### src/rtl/microwave_pkg.sv
// rtl/microwave_pkg.sv - shared state encoding and defaults for the cook-cycle controller
package microwave_pkg;

    typedef enum logic [1:0] {
        IDLE  = 2'b00,
        COOK  = 2'b01,
        PAUSE = 2'b10,
        DONE  = 2'b11
    } mag_state_t;

    localparam int BEEP_CYCLES_DEFAULT = 3;

endpackage

### src/rtl/edge_detect.sv
// rtl/edge_detect.sv - single-register rising-edge detector for a level key input
module edge_detect (
    input  logic clk,
    input  logic clearn,
    input  logic d,
    output logic rise
);

    logic d_q;
    logic d_d;

    // next value of the key history is simply the current key level
    always_comb begin
        d_d = d;
    end

    // key history register, cleared by the synchronous active-low reset
    always_ff @(posedge clk) begin
        if (!clearn) begin
            d_q <= 1'b0;
        end else begin
            d_q <= d_d;
        end
    end

    assign rise = d & ~d_q;

endmodule

### src/rtl/magnetron_control.sv
// rtl/magnetron_control.sv - cook-cycle FSM driving timer enable/clear, magnetron and beeper (optional MAGNETRON_BEEP_EN)
module magnetron_control
    import microwave_pkg::*;
#(
    parameter int BEEP_CYCLES = BEEP_CYCLES_DEFAULT
) (
    input  logic       CLK,
    input  logic       clearn,
    input  logic       start,
    input  logic       stop,
    input  logic       door_closed,
    input  logic       timer_done,
    output logic       mag_on,
    output logic       timer_enable,
    output logic       timer_clearn,
    output logic       beep,
    output logic [1:0] state
);

    logic       start_rise;
    logic       stop_rise;
    mag_state_t state_q;
    mag_state_t state_d;
    logic       clr_q;
    logic       clr_d;

`ifdef MAGNETRON_BEEP_EN
    localparam int              CW        = $clog2(BEEP_CYCLES + 1);
    localparam logic [CW-1:0]   BEEP_LAST = CW'(BEEP_CYCLES);

    logic [CW-1:0] cnt_q;
    logic [CW-1:0] cnt_d;
    logic          beep_q;
    logic          beep_d;
`else
    // BEEP_CYCLES has no effect when the beeper is not built
    logic beep_cycles_unused;
    assign beep_cycles_unused = (BEEP_CYCLES != 0);
`endif

    edge_detect u_start_edge (
        .clk    (CLK),
        .clearn (clearn),
        .d      (start),
        .rise   (start_rise)
    );

    edge_detect u_stop_edge (
        .clk    (CLK),
        .clearn (clearn),
        .d      (stop),
        .rise   (stop_rise)
    );

    // next-state logic: key edges, door and timer_done steer the cook cycle
    always_comb begin
        state_d = state_q;
        clr_d   = 1'b0;
`ifdef MAGNETRON_BEEP_EN
        cnt_d   = '0;
        beep_d  = 1'b0;
`endif
        case (state_q)
            IDLE: begin
                if (stop_rise) begin
                    clr_d = 1'b1;
                end else if (start_rise && door_closed && !timer_done) begin
                    state_d = COOK;
                end
            end
            COOK: begin
                if (timer_done) begin
                    state_d = DONE;
`ifdef MAGNETRON_BEEP_EN
                    beep_d  = 1'b1;
`endif
                end else if (!door_closed || stop_rise) begin
                    state_d = PAUSE;
                end
            end
            PAUSE: begin
                if (stop_rise) begin
                    state_d = IDLE;
                    clr_d   = 1'b1;
                end else if (start_rise && door_closed) begin
                    state_d = COOK;
                end
            end
            DONE: begin
`ifdef MAGNETRON_BEEP_EN
                if (start_rise || stop_rise) begin
                    state_d = IDLE;
                end else if ((cnt_q + CW'(1)) == BEEP_LAST) begin
                    state_d = IDLE;
                end else begin
                    cnt_d  = cnt_q + CW'(1);
                    beep_d = 1'b1;
                end
`else
                state_d = IDLE;
`endif
            end
            default: begin
                state_d = IDLE;
            end
        endcase
    end

    // state, clear pulse and beeper registers
    always_ff @(posedge CLK) begin
        if (!clearn) begin
            state_q <= IDLE;
            clr_q   <= 1'b0;
`ifdef MAGNETRON_BEEP_EN
            cnt_q   <= '0;
            beep_q  <= 1'b0;
`endif
        end else begin
            state_q <= state_d;
            clr_q   <= clr_d;
`ifdef MAGNETRON_BEEP_EN
            cnt_q   <= cnt_d;
            beep_q  <= beep_d;
`endif
        end
    end

`ifdef MAGNETRON_BEEP_EN
    assign beep = beep_q;
`else
    assign beep = 1'b0;
`endif

    // door and timer_done act combinationally so the magnetron and timer stop at once
    assign mag_on       = (state_q == COOK) & door_closed;
    assign timer_enable = (state_q == COOK) & door_closed & ~timer_done;
    assign timer_clearn = clearn & ~clr_q;
    assign state        = state_q;

endmodule

### config.mk
export PLATFORM = sky130hd
export DESIGN_NAME = magnetron_control
export DESIGN_NICKNAME = d
export VERILOG_FILES = /design/src/rtl/microwave_pkg.sv /design/src/rtl/edge_detect.sv /design/src/rtl/magnetron_control.sv
export SDC_FILE = /design/constraint.sdc
export NUM_CORES = 1
export LEC_CHECK = 0
export ABC_AREA = 1
export ABC_CLOCK_PERIOD_IN_PS = 1000
export CORE_AREA = 5 5 42 44
export CTS_CLUSTER_SIZE = 24
export DETAILED_ROUTE_END_ITERATION = 6
export DIE_AREA = 0 0 47 49
export HOLD_SLACK_MARGIN = 0.03
export PLACE_DENSITY_LB_ADDON = 0.12
export SKIP_LAST_GASP = 1
export SYNTH_ARGS = -nofsm -noshare
export SYNTH_HDL_FRONTEND = slang
export SYNTH_HIERARCHICAL = 1
export SYNTH_SLANG_ARGS = --single-unit
export TNS_END_PERCENT = 1
### constraint.sdc
create_clock -name CLK -period 1 [get_ports CLK]
set_clock_uncertainty 0.05 [all_clocks]
set_input_delay 0.2 -clock CLK [delete_from_list [all_inputs] [get_ports CLK]]
set_output_delay 0.2 -clock CLK [all_outputs]
set_load 0.01 [all_outputs]
**After elaboration in Yosys (flattened, before gate mapping)**

Cells that the tools add are included.

- Output and inout bits: 6
- RAM bits: 0
- Bits in latches: 0
- Register bits after elaboration: 5
- Logic and storage cells: 37
- Memories: 0
- Bits in read-only memories: 0
- Input port bits: 6

- Eq/ne operators: 7
- Muxes and demuxes: 8
- Add/sub/neg operators: 0
- $lt $le $gt $ge: 0
- Bitwise gates (word level): 9
- Reductions and logical operators: 9
- Divide/modulo/power cells: 0
- Multipliers: 0
- Shifts and indexed selects: 0

Operators with widths:

| operator | count |
|---|---|
| 2-to-1 mux 2 bit | 6 |
| case mux 2 bit (4 select lines) | 1 |
| inequality test 3 bit, second input constant | 2 |
| bitwise AND 1 bit | 5 |
| equality test 2 bit, second input constant | 2 |
| inequality test 2 bit, second input constant | 2 |
| NOT 1 bit | 4 |
| AND reduction 4 bit | 1 |
| equality test 2 x 1 -> 1 bit, second input constant | 1 |
| logical AND 1 bit | 2 |
| zero test 1 bit | 2 |
| zero test 2 bit | 1 |
| AND reduction 2 bit | 1 |
| OR reduction 2 bit | 1 |
| logical OR 1 bit | 1 |
| 2-to-1 mux 1 bit | 1 |

**Logic depth before layout (Yosys ltp)**

Gate-level depths: netlist (run 1).

- Word-level depth: 7
- Depth in mapped cells: 10
- Gate-level depth less buffers: 10

**By module**

The synthesis (run 1) kept the hierarchy.

By module, submodules not included:

| module | area each (um^2) | sequential area each (um^2) | cells each | instances |
|---|---|---|---|---|
| magnetron_control | 215.2 | 60.1 | 38 | 1 |
| edge_detect | 37.5 | 20.0 | 5 | 2 |

**Worst setup path before layout (run 1)**

No wires, ideal clock.

- Path type: flip-flop to output port
- From: register state_q[0] (netlist: state[0])
- To: output port timer_enable
- Data required time: 0.750 ns
- Arrival: 0.846 ns
- Path buffers: 0
- Slack: -0.096 ns
- Stages on the path, launching flop included: 5
- Cell sequence: dfxtp_1 inv_2 nor2_2 nand2_2 nor2_1

- Word-level cells in the longest chain between the ends: 3

Ends and longest elaborated chain:

| item | RTL line | source |
|---|---|---|
| start, declared | magnetron_control.sv:22 | `mag_state_t state_q;` |
| start signal, assigned | magnetron_control.sv:119 | `state_q <= state_d;` |
| equality test 2 x 1 -> 1 bit | magnetron_control.sv:136 | `assign timer_enable = (state_q == COOK) & door_closed & ~timer_done;` |
| bitwise AND 1 bit (2 in a row) | magnetron_control.sv:136 |  |
| end, declared | magnetron_control.sv:14 | `output logic timer_enable,` |

Every way passes these cells.

**Worst setup path after layout (run 1)**

Same ends and word-level chain as after synthesis.

==> results.txt, run 1 <==
* Overall routing resource usage: 0.0718
* Gate count of the mapped netlist: 48
- Clock latency reported for the late side of the worst-skew pair: between 0.2 and 0.25 ns
- End point of the worst hold path: u_start_edge/d_q$_SDFF_PN0_
* Share of synthesized area occupied by flip-flops and latches: 0.345
- Critical Path Source Type: register
* Power density of the placed cells: 1800 nW/um^2
- Sequential standard cell area: 103 um^2
- Fill cells in the final layout number 163.
- Measured along the x axis, the die boundary spans 47 um.
* # DRC: 0
- Pin count of the biggest net entering global routing: 6
- Buffers inserted during clock tree synthesis total 3.
* Classification of the worst-slack hold path: in2reg
- Peak fanout along the critical path: 3
- After the last flow step, the layout net total stands at 77.
- Endpoint of the lowest-slack register-to-register path: state[0]$_SDFFE_PN0P_
- Reg2Reg Setup Slack: -0.15 ns
- The count of nets left with antenna violations once routing finished came out at 0.
- Final Max Slew Viols: 0
* Total routed wirelength: 695 um
- After layout, the design draws a total of 0.922 mW.
* Floorplan Core Area: 1400 um^2
- Starting Density: 0.207
* Final setup violating endpoints: 8
* Number of levels the H-tree was split into: 1
* Clock tree from TritonCTS: yes
- IR analysis of the VDD net gives a maximum drop of 0.000936 V.
- The number of antenna violations at the first check in global routing came to 0.
- In this run, distinct cell masters in the synthesized netlist total 13.
- Derived from the worst setup path, the maximum achievable clock frequency is 807 MHz.
* Seq cells post-synth: 5
* Post-CTS clock slew at the launch and capture registers of the worst setup and hold paths: 0.04 ns
* Hold-fix buffers at CTS: 0
* Height of the die: 49 um
- Area share of the leading cell type in the synthesized netlist: 0.345
- Violation count after the first detailed-routing iteration: 5
* Count of cells along the worst hold path: 3
- STA puts the critical path data arrival time at 0.99 ns.
- Result of the run: finished, violations left
- Summing all multi-input logic gate instances after layout gives between 150 and 200 um^2.
- The number of global-route vias before repair was 309.
- Post-Synthesis Mean Instance Area: 6.05 um^2
- Max clock buf depth: 2
- Net Count, Synth: 54
* Post-synthesis async set-or-reset flop share: 0
- Layout overhead on the synthesized area: 76.7%
* First-pass GRT wire length: 1180 um
- Summed over all layers, the global routing overflow is 0.
- Worst Reg2Reg Path Length in Cells: 8
* Synth area leaders: sky130_fd_sc_hd__dfxtp_1 34%, sky130_fd_sc_hd__inv_1 17%, sky130_fd_sc_hd__nand2_1 13%
- Dividing the final minimum period by the clock period gives 1.24.
- The final route contains 331 vias.
- Startpoint of the lowest-slack hold path: start
- Fraction of final layout cells sized beyond drive strength 1: 0.414
- Prevailing post-synth register cell: sky130_fd_sc_hd__dfxtp_1
* Number of hold-slack violations in the final timing report: 0
* Post-layout instance count excluding filler cells: 86
- In the final routed layout, each cell accounts on average for about 8.1 um.
- Warnings, synthesis: 6
* Inserted Diodes: 0
- Setup repair after global routing missed its margin: true
- The initialized floorplan defines 14 standard-cell rows.
- The setup path with the least slack is of type reg2out.
- Largest area contributor in the synthesized netlist: sky130_fd_sc_hd__dfxtp_1
- Cell leakage power: roughly 0.31 nW
- The worst register-to-register path begins at state[0]$_SDFFE_PN0P_.
- Period minus WS final: ~1.2 ns
- Placed wire-length estimate: 521 um
- Data required time at the worst endpoint: 0.75 ns
* Start point of the critical path: state[0]$_SDFFE_PN0P_
- The first TritonRoute pass finished after 3 iterations.
* Number of instances in the placed design: 81
* Via density: 3.85
* Nature of the critical path endpoint: output pin
- Port buffer count: 10
- After synthesis the cells add up to 290 um^2.
- Final setup margin: -0.240 ns
- Die footprint: 2300 um^2
* Count of boundary I/O pins: 12
- Violated checks: setup timing
* Final weighted congestion of routability-driven global placement: 0.693
- The root buffer cell chosen for the clock tree is sky130_fd_sc_hd__clkbuf_4.
- Number of flops mapped to enable cells by yosys: 0
- The tree built by TritonCTS fans out to 5 sinks.
- Max capacitance violation total: 0
## area by class of cell
class | count | share of cell area
flip-flops and latches | 5 | 0.200
clock buffers | 4 | 0.0512
inverters | 14 | 0.102
repair buffers | 19 | 0.305
multi-input cells | 28 | 0.302
well taps | 16 | 0.0390
## cells by family (layout without fill, tap and decap cells)
group	count (synthesis)	in the layout	share of synthesized area
compound gates	2	2	0.0517
buf+inv	15	37	0.207
flops	5	5	0.345
other cells	1	1	0.0129
simple gates	25	25	0.384
## where the power goes
group / switching, mW / total [mW] / internal [mW]
clock: 0.0777 / 0.228 / 0.151
sequential: 0.0210 / 0.258 / 0.237
combinational: 0.218 / 0.435 / 0.218
## repair_timing
item                       CTS  global route
setup endpoints to repair    8             8
buffers inserted             0             1
pin swaps                    0             3
gates resized for setup     17             8
## cell usage in the layout, fill, tap and decap left out, drive strengths merged
cell type      synthesis  layout
inv                   14      14
buf                    1      12
nand2                 11      11
nor2                  10      10
dfxtp                  5       5
clkbuf                 0       4
clkdlybuf4s50          0       3
nand3                  2       2
dlymetal6s2s           0       2
nor3                   2       2
o211ai                 1       1
o21bai                 1       1
conb                   1       1
dlygate4sd2            0       1
clkdlybuf4s15          0       1
## worst max-delay path, stage by stage (launching register included)
cell and delay, ns:
sky130_fd_sc_hd__dfxtp_2 0.32, sky130_fd_sc_hd__inv_2 0.05, sky130_fd_sc_hd__nor2_4 0.11, sky130_fd_sc_hd__nand2_2 0.08, sky130_fd_sc_hd__nor2_2 0.07, sky130_fd_sc_hd__buf_2 0.13
## state kept, by name (all words and copies together), names as in the netlist
register,cells
clr_q,1
u_stop_edge/d_q,1
state,2
u_start_edge/d_q,1
## worst max path at each step
stage                                       end  slack (ns)  depth (start not counted)
after CTS                          timer_enable       -0.24                          5
final                              timer_enable       -0.24                          5
after global placement             timer_enable       -0.63                          4
after global routing               timer_enable       -0.32                          5
after detailed placement           timer_enable       -0.63                          4
after floorplan           state[0]$_SDFFE_PN0P_      -0.002                          7
## per-stage QoR
stage                     instance area (um^2)  setup TNS (ns)  hold slack, ns  worst slack [ns]  utilization
after floorplan                            294        -0.00157           0.243          -0.00157            -
after global placement                     467           -3.61           0.493            -0.627        0.333
after detailed placement                   467           -3.63           0.488            -0.633        0.333
after CTS                                  483           -1.64           0.468            -0.242        0.345
after global routing                       513           -2.12           0.154            -0.319        0.366
final                                      513           -1.53           0.135            -0.240        0.366
## cells in the mapped netlist, types with 2 or more instances
| library cell | number |
|---|---|
| sky130_fd_sc_hd__inv_1 | 13 |
| sky130_fd_sc_hd__nor3_1 | 2 |
| sky130_fd_sc_hd__nor2_2 | 4 |
| sky130_fd_sc_hd__nand2_1 | 10 |
| sky130_fd_sc_hd__dfxtp_1 | 5 |
| sky130_fd_sc_hd__nand3_1 | 2 |
| sky130_fd_sc_hd__nor2_1 | 6 |
## routing by layer
| metal | track usage | vias to the layer above | part of all wire |
|---|---|---|---|
| li1 | - | 177 | - |
| met1 | 0.0768 | 144 | 0.38 |
| met2 | 0.104 | 10 | 0.53 |
| met3 | 0.0554 | 0 | 0.091 |
| met4 | 0.0276 | 0 | 0 |
| met5 | 0 | - | 0 |
Power figures use the tool's default switching activity.
==> inputs of run 2 (changes only) <==
--- a/config.mk
+++ b/config.mk
@@ -16,6 +16,5 @@
 export SKIP_LAST_GASP = 1
 export SYNTH_ARGS = -nofsm -noshare
 export SYNTH_HDL_FRONTEND = slang
-export SYNTH_HIERARCHICAL = 1
 export SYNTH_SLANG_ARGS = --single-unit
 export TNS_END_PERCENT = 1
==> results.txt, run 2 <==
- Inserted Diodes: 0
* Slowest cell on crit path: sky130_fd_sc_hd__clkdlybuf4s50_1
* Setup tns final: -1.11 ns
- The floorplan has 14 rows.
* Power density of the placed cells: 1300 nW/um^2
* Peak fanout along the critical path: 2
- CTS built an H-tree with a depth of 1.
* Vias: 302
* Most common cell after layout, fill and taps aside: sky130_fd_sc_hd__buf_4
- Vias in the first global route: 311
* Gate count of the mapped netlist: 43
* Number of antenna violations at the first check in global routing: 0
- Across the VDD grid, the largest voltage drop is 0.000521 V.
- Clock tree from TritonCTS: yes
* Overall routing resource usage: 0.0705
* Largest stage delay on the critical path: 0.44 ns
- Post-detailed-route count of antenna-violating nets: 0
- Port buffer count: 10
* Seq cells post-synth: 5
- Dividing the detail-routed wire length by the instance count gives 8.11 um.
- Cell leakage power: about 0.27 nW
* Internal power component: 0.472 mW
- Critical Path Source Type: input port
- Period minus WS final: 1.21 ns
- Overflow left after global routing: 0
* Hold-fix buffers at CTS: 0
* Sw Pwr: 0.184 mW
- After synthesis, the most frequently instantiated cells are 8 x sky130_fd_sc_hd__nand2_1, 8 x sky130_fd_sc_hd__nor2_1, 7 x sky130_fd_sc_hd__inv_1, 5 x sky130_fd_sc_hd__dfxtp_1, 4 x sky130_fd_sc_hd__nand2_2.
- 12 I/O pins were placed.
* Total routed wirelength: between 600 and 700 um
- The first global-routing pass estimated 1130 um of wire.
* Share of synthesized area occupied by flip-flops and latches: 0.346
* Die footprint: 2300 um^2
- Final Max Slew Viols: 0
- Number of nets in the layout: 72
- For this run, the detailed router's first-pass iteration total came to 1.
- Violation count after the first detailed-routing iteration: 0
- Synth area leaders: sky130_fd_sc_hd__dfxtp_1 35%, sky130_fd_sc_hd__nand2_1 10%, sky130_fd_sc_hd__nor2_1 10%
- Total power for the finished layout comes to between 0.6 and 0.7 mW.
- In the synthesized netlist the dominant register cell turns out to be sky130_fd_sc_hd__dfxtp_1.
- Clock latency on the worst-skew pair, taken at its later pin, is roughly 0.24 ns.
- Worst slack after detailed placement: -0.731 ns
- The netlist uses 14 different library cells.
- Max clock buf depth: 2
- Number of flops mapped to enable cells by yosys: 0
* Placed wire-length estimate: 554 um
- Most frequent cells in the layout: 9 x sky130_fd_sc_hd__buf_4, 8 x sky130_fd_sc_hd__nand2_1, 7 x sky130_fd_sc_hd__nor2_1
- Measured along the y axis, the die boundary spans around 50 um.
* Worst Path Buf+Inv: 2
- The worst hold path belongs to the class in2reg.
- After clock tree synthesis, the clock-pin slew on the worst setup and hold paths is 0.04 ns.
- Final weighted congestion of routability-driven global placement: 0.641
- Clock tree synthesis inserted a total of 3 buffers.
- Number of instances in the placed design: 77
- Fraction of power consumed by combinational cells: 0.303
- Largest register FFs: 2
- On the critical path the largest part of the delay comes from buffers and inverters.
- Max capacitance violation total: 0
- The run finished, with violations left.
- Layout overhead on the synthesized area: 74.9%
* Post-synthesis async set-or-reset flop share: 0
- Die X: 47 um
- Number of hold-slack violations in the final timing report: 0
- Largest area contributor in the synthesized netlist: sky130_fd_sc_hd__dfxtp_1
* # DRC: 0
- Pin count of the biggest net entering global routing: 6
* Switching share of power: 0.281
* Starting Density: 0.206
- Violated checks: setup timing
* Tcrit/Tclk final: 1.21
- Final core occ: 0.361
* Net Count, Synth: 49
- Data arrives at the worst endpoint at 0.96 ns.
- Final setup margin: -0.209 ns
- The critical path is of the in2out type.
- Post-synth design cell area: 289 um^2
* Post-Synthesis Mean Instance Area: 6.72 um^2
* Clock Power Share: 0.347
- In this run the standard cell core region covers 1400 um^2.
- Derived from the worst setup path, the maximum achievable clock frequency is 827 MHz.
- Data required time at the worst endpoint: 0.75 ns
- The finished layout holds between 80 and 90 standard cells, fillers aside.
* Number of clock sinks: 5
- The tree is rooted in a sky130_fd_sc_hd__clkbuf_4.
* Fraction of final layout cells sized beyond drive strength 1: 0.462
- Via density: 3.73
- Of the post-synthesis cell area, the dominant cell type holds 0.346.
- Warnings, synthesis: 0
- The critical path goes through clkdlybuf4s50_1 -> nor3_2 -> buf_2.
- Setup repair after global routing missed its margin: true
- Setup violations remaining at the end of the flow were counted as 7.
- Nature of the critical path endpoint: output pin
* Sequential share of power: 0.350
run 2: worst paths after layout:
check	to	slack [ns]	cells after the start	from
worst max-delay path	timer_enable	-0.21	3	timer_done
worst min-delay path	clr_q$_SDFF_PN0_	0.30	3	stop
worst max register to register	state[0]$_SDFFE_PN0P_	-0.12	7	state[0]$_SDFFE_PN0P_
worst min register to register	clr_q$_SDFF_PN0_	0.41	1	u_stop_edge.d_q$_SDFF_PN0_
run 2: timing repair:
item,CTS,global route
gates resized for setup,18,3
setup endpoints to repair,7,7
pin swaps,0,1
buffers inserted,0,0
run 2: worst min-delay path, stage by stage:
cell and delay (ns):
sky130_fd_sc_hd__dlymetal6s2s_1 0.18, sky130_fd_sc_hd__nand2_1 0.11, sky130_fd_sc_hd__nor3_1 0.05
run 2: power by group through the flow:
stage               registers, mW  clock network (mW)  logic [mW]
floorplan                   0.243                   0      0.0909
global placement            0.233                   0       0.212
detailed placement          0.233                   0       0.210
global route                0.231               0.263       0.224
finish                      0.229               0.228       0.199
CTS                         0.230               0.242       0.198
run 2: cell type report:
| class | instances | area, um^2 |
|---|---|---|
| clock buffer | 4 | 26.3 |
| fill | 167 | 896 |
| inverter | 8 | 30.0 |
| multi-input combinational | 29 | 164 |
| sequential | 5 | 105 |
| tap | 16 | 20.0 |
| timing repair buffer | 19 | 160 |
run 2: cell families after synthesis:
logic type	after synthesis	share of synthesized area
DFF	5	0.346
other	1	0.0130
and+or+nand+nor	26	0.437
AOI/OAI and AO/OA	2	0.0736
buffers and inverters	9	0.130
run 2: layer usage:
layer / global-route usage / up-vias / share of wire / routed length [um]
li1: - / 170 / - / -
met3: 0.0221 / 0 / 0.061 / 40
met2: 0.0973 / 6 / 0.51 / 338
met1: 0.0795 / 126 / 0.42 / 278
met4: 0.0691 / 0 / 0 / 0
met5: 0 / - / 0 / 0
run 2: metrics by stage:
stage | hold slack [ns] | instance area, um^2
after global placement | 0.387 | 482
after CTS | 0.398 | 492
after detailed placement | 0.391 | 482
after floorplan | 0.243 | 302
after global routing | 0.326 | 505
final | 0.299 | 505
